## src/rtl/demux32_q2.sv

```systemverilog
// Registered 1-to-2 demultiplexer. A single producer stream is steered per
// word by in_sel into one of two independent output FIFOs, so a stalled
// consumer only blocks words headed to its own channel.
module demux32_q2 #(
  parameter int unsigned WIDTH = 32,
  parameter int unsigned DEPTH = 2,
  parameter int unsigned CNTW  = 2
) (
  input  logic             clk,
  input  logic             rst_n,
  input  logic             in_valid,
  output logic             in_ready,
  input  logic [0:WIDTH-1] in_data,
  input  logic             in_sel,
  output logic             out0_valid,
  input  logic             out0_ready,
  output logic [0:WIDTH-1] out0_data,
  output logic             out1_valid,
  input  logic             out1_ready,
  output logic [0:WIDTH-1] out1_data,
  output logic [CNTW-1:0]  out0_count,
  output logic [CNTW-1:0]  out1_count
);

  localparam int unsigned PW = (DEPTH > 1) ? $clog2(DEPTH) : 1;

  logic [0:WIDTH-1] mem_q  [2][DEPTH];
  logic [0:WIDTH-1] mem_d  [2][DEPTH];
  logic [PW-1:0]    wptr_q [2];
  logic [PW-1:0]    wptr_d [2];
  logic [PW-1:0]    rptr_q [2];
  logic [PW-1:0]    rptr_d [2];
  logic [CNTW-1:0]  cnt_q  [2];
  logic [CNTW-1:0]  cnt_d  [2];
  logic             ready_q;
  logic             ready_d;
  logic [1:0]       full;
  logic [1:0]       push;
  logic [1:0]       pop;
  logic [1:0]       sel_oh;
  logic [1:0]       out_rdy;

  // Acceptance, push/pop decisions and next-state for both FIFOs.
  always_comb begin
    mem_d   = mem_q;
    wptr_d  = wptr_q;
    rptr_d  = rptr_q;
    cnt_d   = cnt_q;
    ready_d = 1'b1;
    push    = '0;
    pop     = '0;
    full    = '0;
    sel_oh  = {in_sel, ~in_sel};
    out_rdy = {out1_ready, out0_ready};
    for (int unsigned ch = 0; ch < 2; ch++) begin
      full[ch] = (cnt_q[ch] == CNTW'(DEPTH));
    end
    // Readiness looks only at the registered count: a same-cycle pop never
    // frees space for the incoming word.
    in_ready = ready_q & ~(in_sel ? full[1] : full[0]);
    for (int unsigned ch = 0; ch < 2; ch++) begin
      push[ch] = in_valid & in_ready & sel_oh[ch];
      pop[ch]  = (cnt_q[ch] != '0) & out_rdy[ch];
      if (push[ch]) begin
        mem_d[ch][wptr_q[ch]] = in_data;
        wptr_d[ch]            = wptr_q[ch] + PW'(1);
      end
      if (pop[ch]) begin
        rptr_d[ch] = rptr_q[ch] + PW'(1);
      end
      cnt_d[ch] = cnt_q[ch] + CNTW'(push[ch]) - CNTW'(pop[ch]);
    end
  end

  // Control state: pointers, counts and the post-reset ready flag.
  always_ff @(posedge clk or negedge rst_n) begin
    if (!rst_n) begin
      for (int unsigned ch = 0; ch < 2; ch++) begin
        wptr_q[ch] <= '0;
        rptr_q[ch] <= '0;
        cnt_q[ch]  <= '0;
      end
      ready_q <= 1'b0;
    end else begin
      wptr_q  <= wptr_d;
      rptr_q  <= rptr_d;
      cnt_q   <= cnt_d;
      ready_q <= ready_d;
    end
  end

  // Storage needs no reset: contents are only visible while the count is non-zero.
  always_ff @(posedge clk) begin
    mem_q <= mem_d;
  end

  // Head presentation; data is forced to zero when a channel is empty.
  always_comb begin
    out0_valid = (cnt_q[0] != '0);
    out1_valid = (cnt_q[1] != '0);
    out0_data  = out0_valid ? mem_q[0][rptr_q[0]] : '0;
    out1_data  = out1_valid ? mem_q[1][rptr_q[1]] : '0;
    out0_count = cnt_q[0];
    out1_count = cnt_q[1];
  end

endmodule

```

## config.mk

```make
export PLATFORM = sky130hd
export DESIGN_NAME = demux32_q2
export DESIGN_NICKNAME = d
export VERILOG_FILES = /design/src/rtl/demux32_q2.sv
export SDC_FILE = /design/constraint.sdc
export NUM_CORES = 1
export LEC_CHECK = 0
export CORE_MARGIN = 2
export CORE_UTILIZATION = 55
export DETAILED_ROUTE_END_ITERATION = 12
export GPL_ROUTABILITY_DRIVEN = 0
export PLACE_DENSITY = 0.85
export SETUP_SLACK_MARGIN = 0.4
export SYNTH_ARGS = -nofsm -noshare
export SYNTH_HDL_FRONTEND = slang
export SYNTH_SLANG_ARGS = --single-unit
```

## constraint.sdc

```tcl
create_clock -name clk -period 5.4 [get_ports clk]
set_input_delay 1.08 -clock clk [delete_from_list [all_inputs] [get_ports clk]]
set_output_delay 1.08 -clock clk [all_outputs]
set_load 0.01 [all_outputs]
```

== Yosys cells after proc, flatten, opt, wreduce, memory -nomap -nowiden ==
Cells that the tools add are included.
Widths: inputs -> output; s select.
Storage, ports and cells
  register bits after elaboration: 137
  input bits: 38
  logic and storage cells: 58
Cells by class
  mux-type cells: 15
  bitwise gates (word level): 12
  magnitude comparators: 6
  equal/unequal tests: 2
  add/sub/neg operators: 8
  reduce and logical (&&, ||, !) cells: 4
Operators with widths (number)
  $mux 32: 10
  $bwmux 64: 2
  $demux 32 s1: 2
  $ge 2x2->1 const B: 4
  $not 1->2: 4
  $and 1x1->1: 6
  $add 1x1->1 const B: 4
  $add 2x1->2: 2
  $eq 2x2->1 const B: 2
  $lt 2x1->1 const B: 2
  $reduce_bool 2->1: 2
  $sub 2x1->2: 2
  $logic_and 1x1->1: 2
  $not 1->1: 2
  $mux 1: 1

== Longest topological paths before layout ==
Gate-level depths: netlist (run 1).
  depth in word-level cells: 8
  depth in mapped cells: 8
  gate-level depth less buffers: 8

== Worst setup path before layout (run 1) ==
No wires, ideal clock.
  path type: in2reg
  start: input port in_sel
  end: register mem_q[100] in the netlist's numbering (enable)
  path buffers: 0
  stages: 3
  arrival time: 2637 ps
  setup time: 421 ps
  setup slack: 2341 ps
  data required time: 4979 ps
  cells stage by stage: inv_2 -> o2111ai_4 -> nor2_1
Between the ends
  word-level cells in the longest chain between the ends: 5
  elaborated cells on any way between the ends: 6
RTL lines
  start, declared: RTL line 14  | input logic in_sel,
  $mux 1: RTL line 60  | in_ready = ready_q & ~(in_sel ? full[1] : full[0]);
  $not 1->1: RTL line 60
  $and 1x1->1: RTL line 60
  $and 1x1->1: RTL line 62  | push[ch] = in_valid & in_ready & sel_oh[ch];
  $and 1x1->1 (*): RTL line 62
  end signal, assigned: RTL line 94  | mem_q <= mem_d;
  end, declared: RTL line 27  | logic [0:WIDTH-1] mem_q [2][DEPTH];
Every way passes the cells marked *; elsewhere a longest branch is shown, timed or not.
A chain may end at the register's enable or synchronous reset.

== Final worst setup path (run 1) ==
  start: input port in_sel
  end: output port in_ready
Between the ends
  word-level cells in the longest chain between the ends: 3
RTL lines
  $mux 1: RTL line 60
  $not 1->1: RTL line 60
  $and 1x1->1: RTL line 60
  end, declared: RTL line 12  | output logic in_ready,
Every way passes these cells.

==> metrics.cfg, run 1 <==
[die]
die_w_microns=102.4
rows=35
start_util=0.5705
die_h_microns=102.4
fp.dieArea_sq_mm=0.01048
core_sq_mm=0.009328
io_pins=109

[clock_tree]
cts.sinks=137
cts.path.max_buffers=2
cts_hold_buf=0
cts_tree=yes
cts_inserted_buffers=17
worstSkewPairLatency_ns=0.50
htree_levels=4
cts_setup_buffers=0
ctsResizeCount=0
clk_pin_slew_ns=0.06
cts_root_buf=clkbuf_8

[drt]
ant_nets=0
vias_per_cell=5.130
first_pass_iters=4
wl_per_cell_microns=18.66
post-route-drc-count=0
drt_iter0_drc=87
vias=2914
drt_wl_total_microns=10600

[setup_path]
cp.required_ns=4.32
r2r_cells=8
arrival_ns=2.68
cp-endpoint=in_ready
r2r_slack_ns=2.96
endpoint_kind=primary output
r2r_end=out0_count[1]
critPathLaunch=in_sel
cp_max_fo=3
startpoint_type=primary input
reg2reg_from=out0_count[0]
path_class=in -> out

[pwr]
switching_share=0.3172
power.switching_mw=1.176
power.internal_mw=2.530
vdd_drop_max_mv=0.3106
power_mw=3.706
seq_power_share=0.395
p_per_area_mw_per_mm2=527.2
p_leak_nw=2.554
combPwrFrac=0.338
clockPowerShare=0.268

[global_routing]
grt_start_max_net_pins=34
overflow=0
grt_pass1_vias=3097
grt_pass1_wl_microns=15900
antenna_found_initial=0
grtUsageTotal=0.2123

[timing]
drv_slew=0
slew_headroom=0.2711
fin_setup_tns_ns=0
fin_crit_sh=0.6967
post-route-min-period_ns=3.762
finalSetupViolCount=0
rsz0062_at_grt=false
max_freq_mhz=265.8
fin_skew_ns=0.01067
tightest_slew_ns=1.091
hold_viol_final=0

[logic_synthesis]
synth_seq_cells=137
syn_nets=355
syn_inst=313
ys_warn_count=0
synthesis.area_sq_mm=0.005321
syn_area_per_cell_sq_um=17.00
ys_types=17
seq_area_frac_synth=0.7646

[finish]
fin_cells=568
final_cell_area_sq_mm=0.007029
diodes=0
nNetsFinal=468
area_growth_pct=32.09
drive_gt1_frac=0.1002

[placement]
portBuffers=108
dp.cells=536
placed_cell_area_sq_mm=0.006506
dp_hpwl_microns=6234

[flow_run]
cap_violations=0

[run_status]
status=finished, final reports clean

[min_path]
hp-class=reg -> reg

## cell usage in the layout, fill, tap and decap left out, types with 4 or more instances in the layout
master and instances:
clkinvlp_4 7, clkinv_4 4, inv_1 7, clkbuf_16 16, dfrtp_1 7, nor2_1 64
ha_1 4, xnor2_1 6, nor2_4 6, mux2i_1 64, edfxtp_1 128, clkdlybuf4s50_1 108
## worst min-delay path by stage
stage | from | endpoint | cells after the start | slack, ns
2_1_floorplan | wptr_q[0] | wptr_q[0] | 1 | 0.47
3_3_place_gp | wptr_q[1] | wptr_q[1] | 1 | 0.53
3_5_place_dp | wptr_q[0] | wptr_q[0] | 1 | 0.55
4_1_cts | wptr_q[0] | wptr_q[0] | 1 | 0.56
5_1_grt | wptr_q[0] | wptr_q[0] | 1 | 0.59
6_report | wptr_q[0] | wptr_q[0] | 1 | 0.55
## synth_stat cells
cell       number  area (sq um)
mux2i_1        64         640.6
xor2_1          2         17.52
xnor2_1         6         52.55
and2_4          2         17.52
conb_1          1         3.750
o311a_1         1         10.01
buf_4           8         60.06
o2111ai_4       2         52.55
nor2_4          2         22.52
inv_1           7         26.28
dfrtp_1         9         225.2
or3_1           1         6.260
ha_1            4         50.05
edfxtp_1      128          3844
buf_2           6         30.03
nor2_1         68         255.2
inv_2           2         7.510
## power groups by stage
stage	Combinational (mW)	Clock, mW	Sequential, mW
after floorplan	0.724	0	1.34
after global placement	1.23	0	1.48
after detailed placement	1.25	0	1.49
after CTS	1.27	1.01	1.47
after global routing	1.34	1.05	1.48
final	1.25	0.991	1.46
## cell type report
class / instances / area, sq um
repair buffers: 108 / 1081
clock inverters: 13 / 101.3
well taps: 129 / 161.4
inverters: 9 / 33.78
multi-input cells: 153 / 1159
clock buffers: 19 / 421.7
fillers: 616 / 2298
flip-flops and latches: 137 / 4071
## critical path: stages
cell and delay (ns):
clkdlybuf4s50_1 0.56, inv_2 0.08, or3_1 0.37, o311a_1 0.12
clkdlybuf4s50_1 0.48
## kinds of logic after synthesis
kind of cell | Yosys count | synth area share
fa+ha+maj | 4 | 0.009406
compound gates | 3 | 0.01176
simple gates | 73 | 0.05667
buf+inv | 23 | 0.02328
flops | 137 | 0.7646
other cells | 1 | 0.0007047
mux | 64 | 0.1204
xor+xnor | 8 | 0.01317
## registers in the layout, indices dropped and copies added, names as in the netlist
signal / flops
out1_count: 2
ready_q: 1
out0_count: 2
rptr_q: 2
mem_q: 128
wptr_q: 2
## stage by stage
stage,hold WS [ns],util,setup slack (ns)
after floorplan,0.4674,-,2.341
after global placement,0.5350,0.6975,1.648
after detailed placement,0.5451,0.6975,1.631
after CTS,0.5582,0.7536,1.631
after global routing,0.5885,0.7536,1.561
final,0.5548,0.7536,1.638
## layer usage
metal,GRT usage,part of all wire,vias to the layer above
li1,-,-,1369
met4,0.07077,0.0097,0
met2,0.3932,0.56,80
met3,0.05404,0.040,8
met5,0,0,-
met1,0.2387,0.39,1457
(Power assumes the default switching activity.)
==> run 2, diff against run 1 <==
- CORE_UTILIZATION: 55 -> 46
- PLACE_DENSITY: 0.85 -> 0.76
- clock period: 5.4 -> 3.45 ns (I/O delays scaled with it)
==> metrics.cfg, run 2 (synthesis results as in run 1) <==
[global_routing]
overflow=0
grtUsageTotal=0.1720
grt_pass1_wl_microns=16050
grt_pass1_vias=3109
antenna_found_initial=0
grt_start_max_net_pins=18

[clock_tree]
cts.sinks=137
cts_tree=yes
cts_root_buf=clkbuf_16
cts_hold_buf=0
cts_inserted_buffers=17
clk_pin_slew_ns=0.05
cts.path.max_buffers=2
worstSkewPairLatency_ns=0.41
htree_levels=4
ctsResizeCount=0
cts_setup_buffers=0

[timing]
slew_headroom=0.6084
rsz0062_at_grt=false
hold_ws_ns=0.5630
drv_slew=0
hold_viol_final=0
max_freq_mhz=335.0
fin_skew_ns=0.01233
fin_crit_sh=0.8652
tightest_slew_ns=0.5861
finalSetupViolCount=0
fin_setup_tns_ns=0
post-route-min-period_ns=2.985

[pwr]
power.switching_mw=1.771
p_per_area_mw_per_mm2=826.6
switching_share=0.2979
vdd_drop_max_mv=0.4099
clockPowerShare=0.278
seq_power_share=0.367
p_leak_nw=2.651
power.internal_mw=4.174
combPwrFrac=0.355

[setup_path]
r2r_end=out0_count[1]
endpoint_kind=primary output
path_depth=5
reg2reg_from=out0_count[0]
slowest_delay_ns=0.57
r2r_slack_ns=1.38
cp-endpoint=in_ready
cp_max_fo=3
crit_top_cell=clkdlybuf4s50_1
cpMaxStageDelayCell=clkdlybuf4s50_1
startpoint_type=primary input
crit_buf_inv=3
arrival_ns=2.30
critPathLaunch=in_sel
path_class=in -> out
crit_family=buffers and inverters
r2r_cells=8
cp.required_ns=2.76
crit_chain=clkdlybuf4s50_1 -> inv_2 -> or3_1 -> o311a_1 -> clkdlybuf4s50_1

[die]
core_sq_mm=0.01137
io_pins=109
rows=39
die_w_microns=111.6
die_h_microns=111.6
fp.dieArea_sq_mm=0.01244
start_util=0.4680

[min_path]
hold_depth=1
hp-class=reg -> reg

[drt]
wl_per_cell_microns=17.09
vias=2946
drt_wl_total_microns=10100
vias_per_cell=4.985
first_pass_iters=4
post-route-drc-count=0
ant_nets=0
drt_iter0_drc=127

[finish]
drive_gt1_frac=0.1094
regMostFlops=mem_q
area_growth_pct=35.15
largest_reg_flops=128
nNetsFinal=478
layout_commonest_cell=edfxtp_1
diodes=0
mostFrequentLayoutCells=128 x edfxtp_1, 108 x clkdlybuf4s50_1, 64 x mux2i_1, 64 x nor2_1, 17 x clkbuf_16

[flow_run]
cap_violations=0

[placement]
portBuffers=108
dp_hpwl_microns=6693

[run_status]
status=finished, final reports clean

==> run 2: final cells by class <==
| cell class | instances | area (sq um) |
|---|---|---|
| multi-input combinational | 153 | 1159 |
| inverter | 9 | 33.78 |
| sequential | 137 | 4071 |
| clock inverter | 11 | 106.4 |
| tap | 143 | 178.9 |
| timing repair buffer | 118 | 1206 |
| fill | 851 | 4178 |
| clock buffer | 20 | 436.7 |
==> run 2: how the worst min path moves through the flow <==
stage / end / startpoint / slack (ns)
3_3_place_gp: wptr_q[1] / wptr_q[1] / 0.53
4_1_cts: wptr_q[0] / wptr_q[0] / 0.56
6_report: wptr_q[1] / wptr_q[1] / 0.56
2_1_floorplan: out0_count[0] / rst_n / 0.39
5_1_grt: wptr_q[1] / wptr_q[1] / 0.57
3_5_place_dp: wptr_q[1] / wptr_q[1] / 0.55
==> run 2: layer usage <==
metal	up-vias	routed length, microns	global-route usage	part of all wire
li1	1386	-	-	-
met1	1452	4235	0.2129	0.42
met2	91	5098	0.2780	0.50
met3	17	526	0.05607	0.052
met4	0	240	0.07819	0.024
met5	-	0	0	0
==> run 2: metrics by stage <==
step	power, mW	area, sq um	worst slack (ns)	cells	utilization
2_1_floorplan	3.238	5321	0.7814	313	-
3_3_place_gp	4.315	6649	0.4589	560	0.5848
3_5_place_dp	4.346	6649	0.4476	560	0.5848
4_1_cts	6.014	7192	0.4476	591	0.6326
5_1_grt	6.217	7192	0.4009	591	0.6326
6_report	5.945	7192	0.4650	591	0.6326
==> run 2: power groups by stage <==
stage	combinational, mW	sequential [mW]	clock [mW]
after floorplan	1.13	2.10	0
after global placement	2.10	2.21	0
after detailed placement	2.13	2.22	0
after CTS	2.14	2.19	1.68
after global routing	2.26	2.21	1.75
final	2.11	2.18	1.65
==> run 3, diff against run 2 <==
- CTS_BUF_LIST: unset -> sky130_fd_sc_hd__clkbuf_8 sky130_fd_sc_hd__clkbuf_16
==> metrics.cfg, run 3 (synthesis results as in run 1) <==
[clock_tree]
cts_hold_buf=0
ctsResizeCount=0
cts.path.max_buffers=2
htree_levels=4
worstSkewPairLatency_ns=0.41
cts_tree=yes
cts_inserted_buffers=17
cts.sinks=137
cts_setup_buffers=0
clk_pin_slew_ns=0.05
cts_root_buf=clkbuf_16

[drt]
vias_per_cell=4.998
vias=2954
post-route-drc-count=0
first_pass_iters=4
ant_nets=0
wl_per_cell_microns=17.13
drt_wl_total_microns=10120
drt_iter0_drc=127

[finish]
drive_gt1_frac=0.1094
area_growth_pct=35.15
multiInputGateArea_sq_mm=0.001159
largest_reg_flops=128
seq_area_sq_mm=0.004071
mostFrequentLayoutCells=128 x edfxtp_1, 108 x clkdlybuf4s50_1, 64 x mux2i_1, 64 x nor2_1, 17 x clkbuf_16
layout_commonest_cell=edfxtp_1
fillers=851
nNetsFinal=478
regMostFlops=mem_q
diodes=0
final_cell_area_sq_mm=0.007192
fin_cells=591

[placement]
placed_cell_area_sq_mm=0.006649
dp_hpwl_microns=6693
dp.cells=560
portBuffers=108

[setup_path]
arrival_ns=2.30
path_class=in -> out
endpoint_kind=primary output
cp.required_ns=2.76
startpoint_type=primary input
cp_max_fo=3

[timing]
fin_crit_sh=0.8652
post-route-min-period_ns=2.985
hold_viol_final=0
tightest_slew_ns=0.5857
finalSetupViolCount=0
rsz0062_at_grt=false
drv_slew=0
slew_headroom=0.6086
fin_setup_tns_ns=0
max_freq_mhz=335.0
fin_skew_ns=0.01233

[pwr]
power.switching_mw=1.772
power_mw=5.937
power.internal_mw=4.165
p_per_area_mw_per_mm2=825.5
clockPowerShare=0.277
switching_share=0.2984
p_leak_nw=2.663
seq_power_share=0.368
vdd_drop_max_mv=0.4099
combPwrFrac=0.355

[die]
core_sq_mm=0.01137
io_pins=109
start_util=0.4680
die_h_microns=111.6
die_w_microns=111.6
fp.dieArea_sq_mm=0.01244
rows=39

[global_routing]
overflow=0
grt_pass1_vias=3109
grt_start_max_net_pins=18
grt_pass1_wl_microns=16050
grtUsageTotal=0.1720
antenna_found_initial=0

[run_status]
status=finished, final reports clean

[flow_run]
cap_violations=0

[min_path]
hp-class=reg -> reg

-- run 3: cell count changes in the layout (fill, tap and decap cells not counted), sizes merged --
cell    delta
clkbuf     -3
inv        +3
-- run 3: final timing paths --
path | to | depth (start not counted) | from | slack (ns)
setup / recovery | in_ready | 5 | in_sel | 0.46
hold / removal | wptr_q[1] | 1 | wptr_q[1] | 0.56
setup reg to reg | out0_count[1] | 8 | out0_count[0] | 1.38
hold reg to reg | wptr_q[1] | 1 | wptr_q[1] | 0.56
max in group asynchronous | rptr_q[1] | 1 | rst_n | 2.56
min in group asynchronous | out1_count[1] | 1 | rst_n | 0.58
-- run 3: through the flow --
step	setup slack [ns]	utilization	hold WS [ns]
2_1_floorplan	0.7814	-	0.3944
3_3_place_gp	0.4589	0.5848	0.5343
3_5_place_dp	0.4476	0.5848	0.5526
4_1_cts	0.4476	0.6326	0.5644
5_1_grt	0.4009	0.6326	0.5750
6_report	0.4650	0.6326	0.5630
-- run 3: worst max-delay path: stages --
cell and delay [ns]:
clkdlybuf4s50_1 0.57, inv_2 0.08, or3_1 0.37, o311a_1 0.11
clkdlybuf4s50_1 0.48
-- run 3: final cells by class --
type | instances | share of cell area
Inverter | 9 | 0.004697
Multi-Input combinational cell | 153 | 0.1611
Clock buffer | 17 | 0.05915
Clock inverter | 14 | 0.01635
Timing Repair Buffer | 118 | 0.1677
Tap cell | 143 | 0.02488
Sequential cell | 137 | 0.5661
-- run 3: power by group through the flow --
stage / clock network (mW) / registers [mW] / logic [mW]
global route: 1.75 / 2.21 / 2.26
detailed placement: 0 / 2.22 / 2.13
global placement: 0 / 2.21 / 2.10
CTS: 1.67 / 2.19 / 2.14
finish: 1.64 / 2.18 / 2.11
floorplan: 0 / 2.10 / 1.13
-- run 3: metal layers --
metal | wire length (microns) | GRT usage | vias to the layer above | share of wire
met5 | 0 | 0 | - | 0
met4 | 240 | 0.07819 | 0 | 0.024
met3 | 530 | 0.05607 | 17 | 0.052
met2 | 5119 | 0.2780 | 91 | 0.51
met1 | 4231 | 0.2129 | 1460 | 0.42
li1 | - | - | 1386 | -
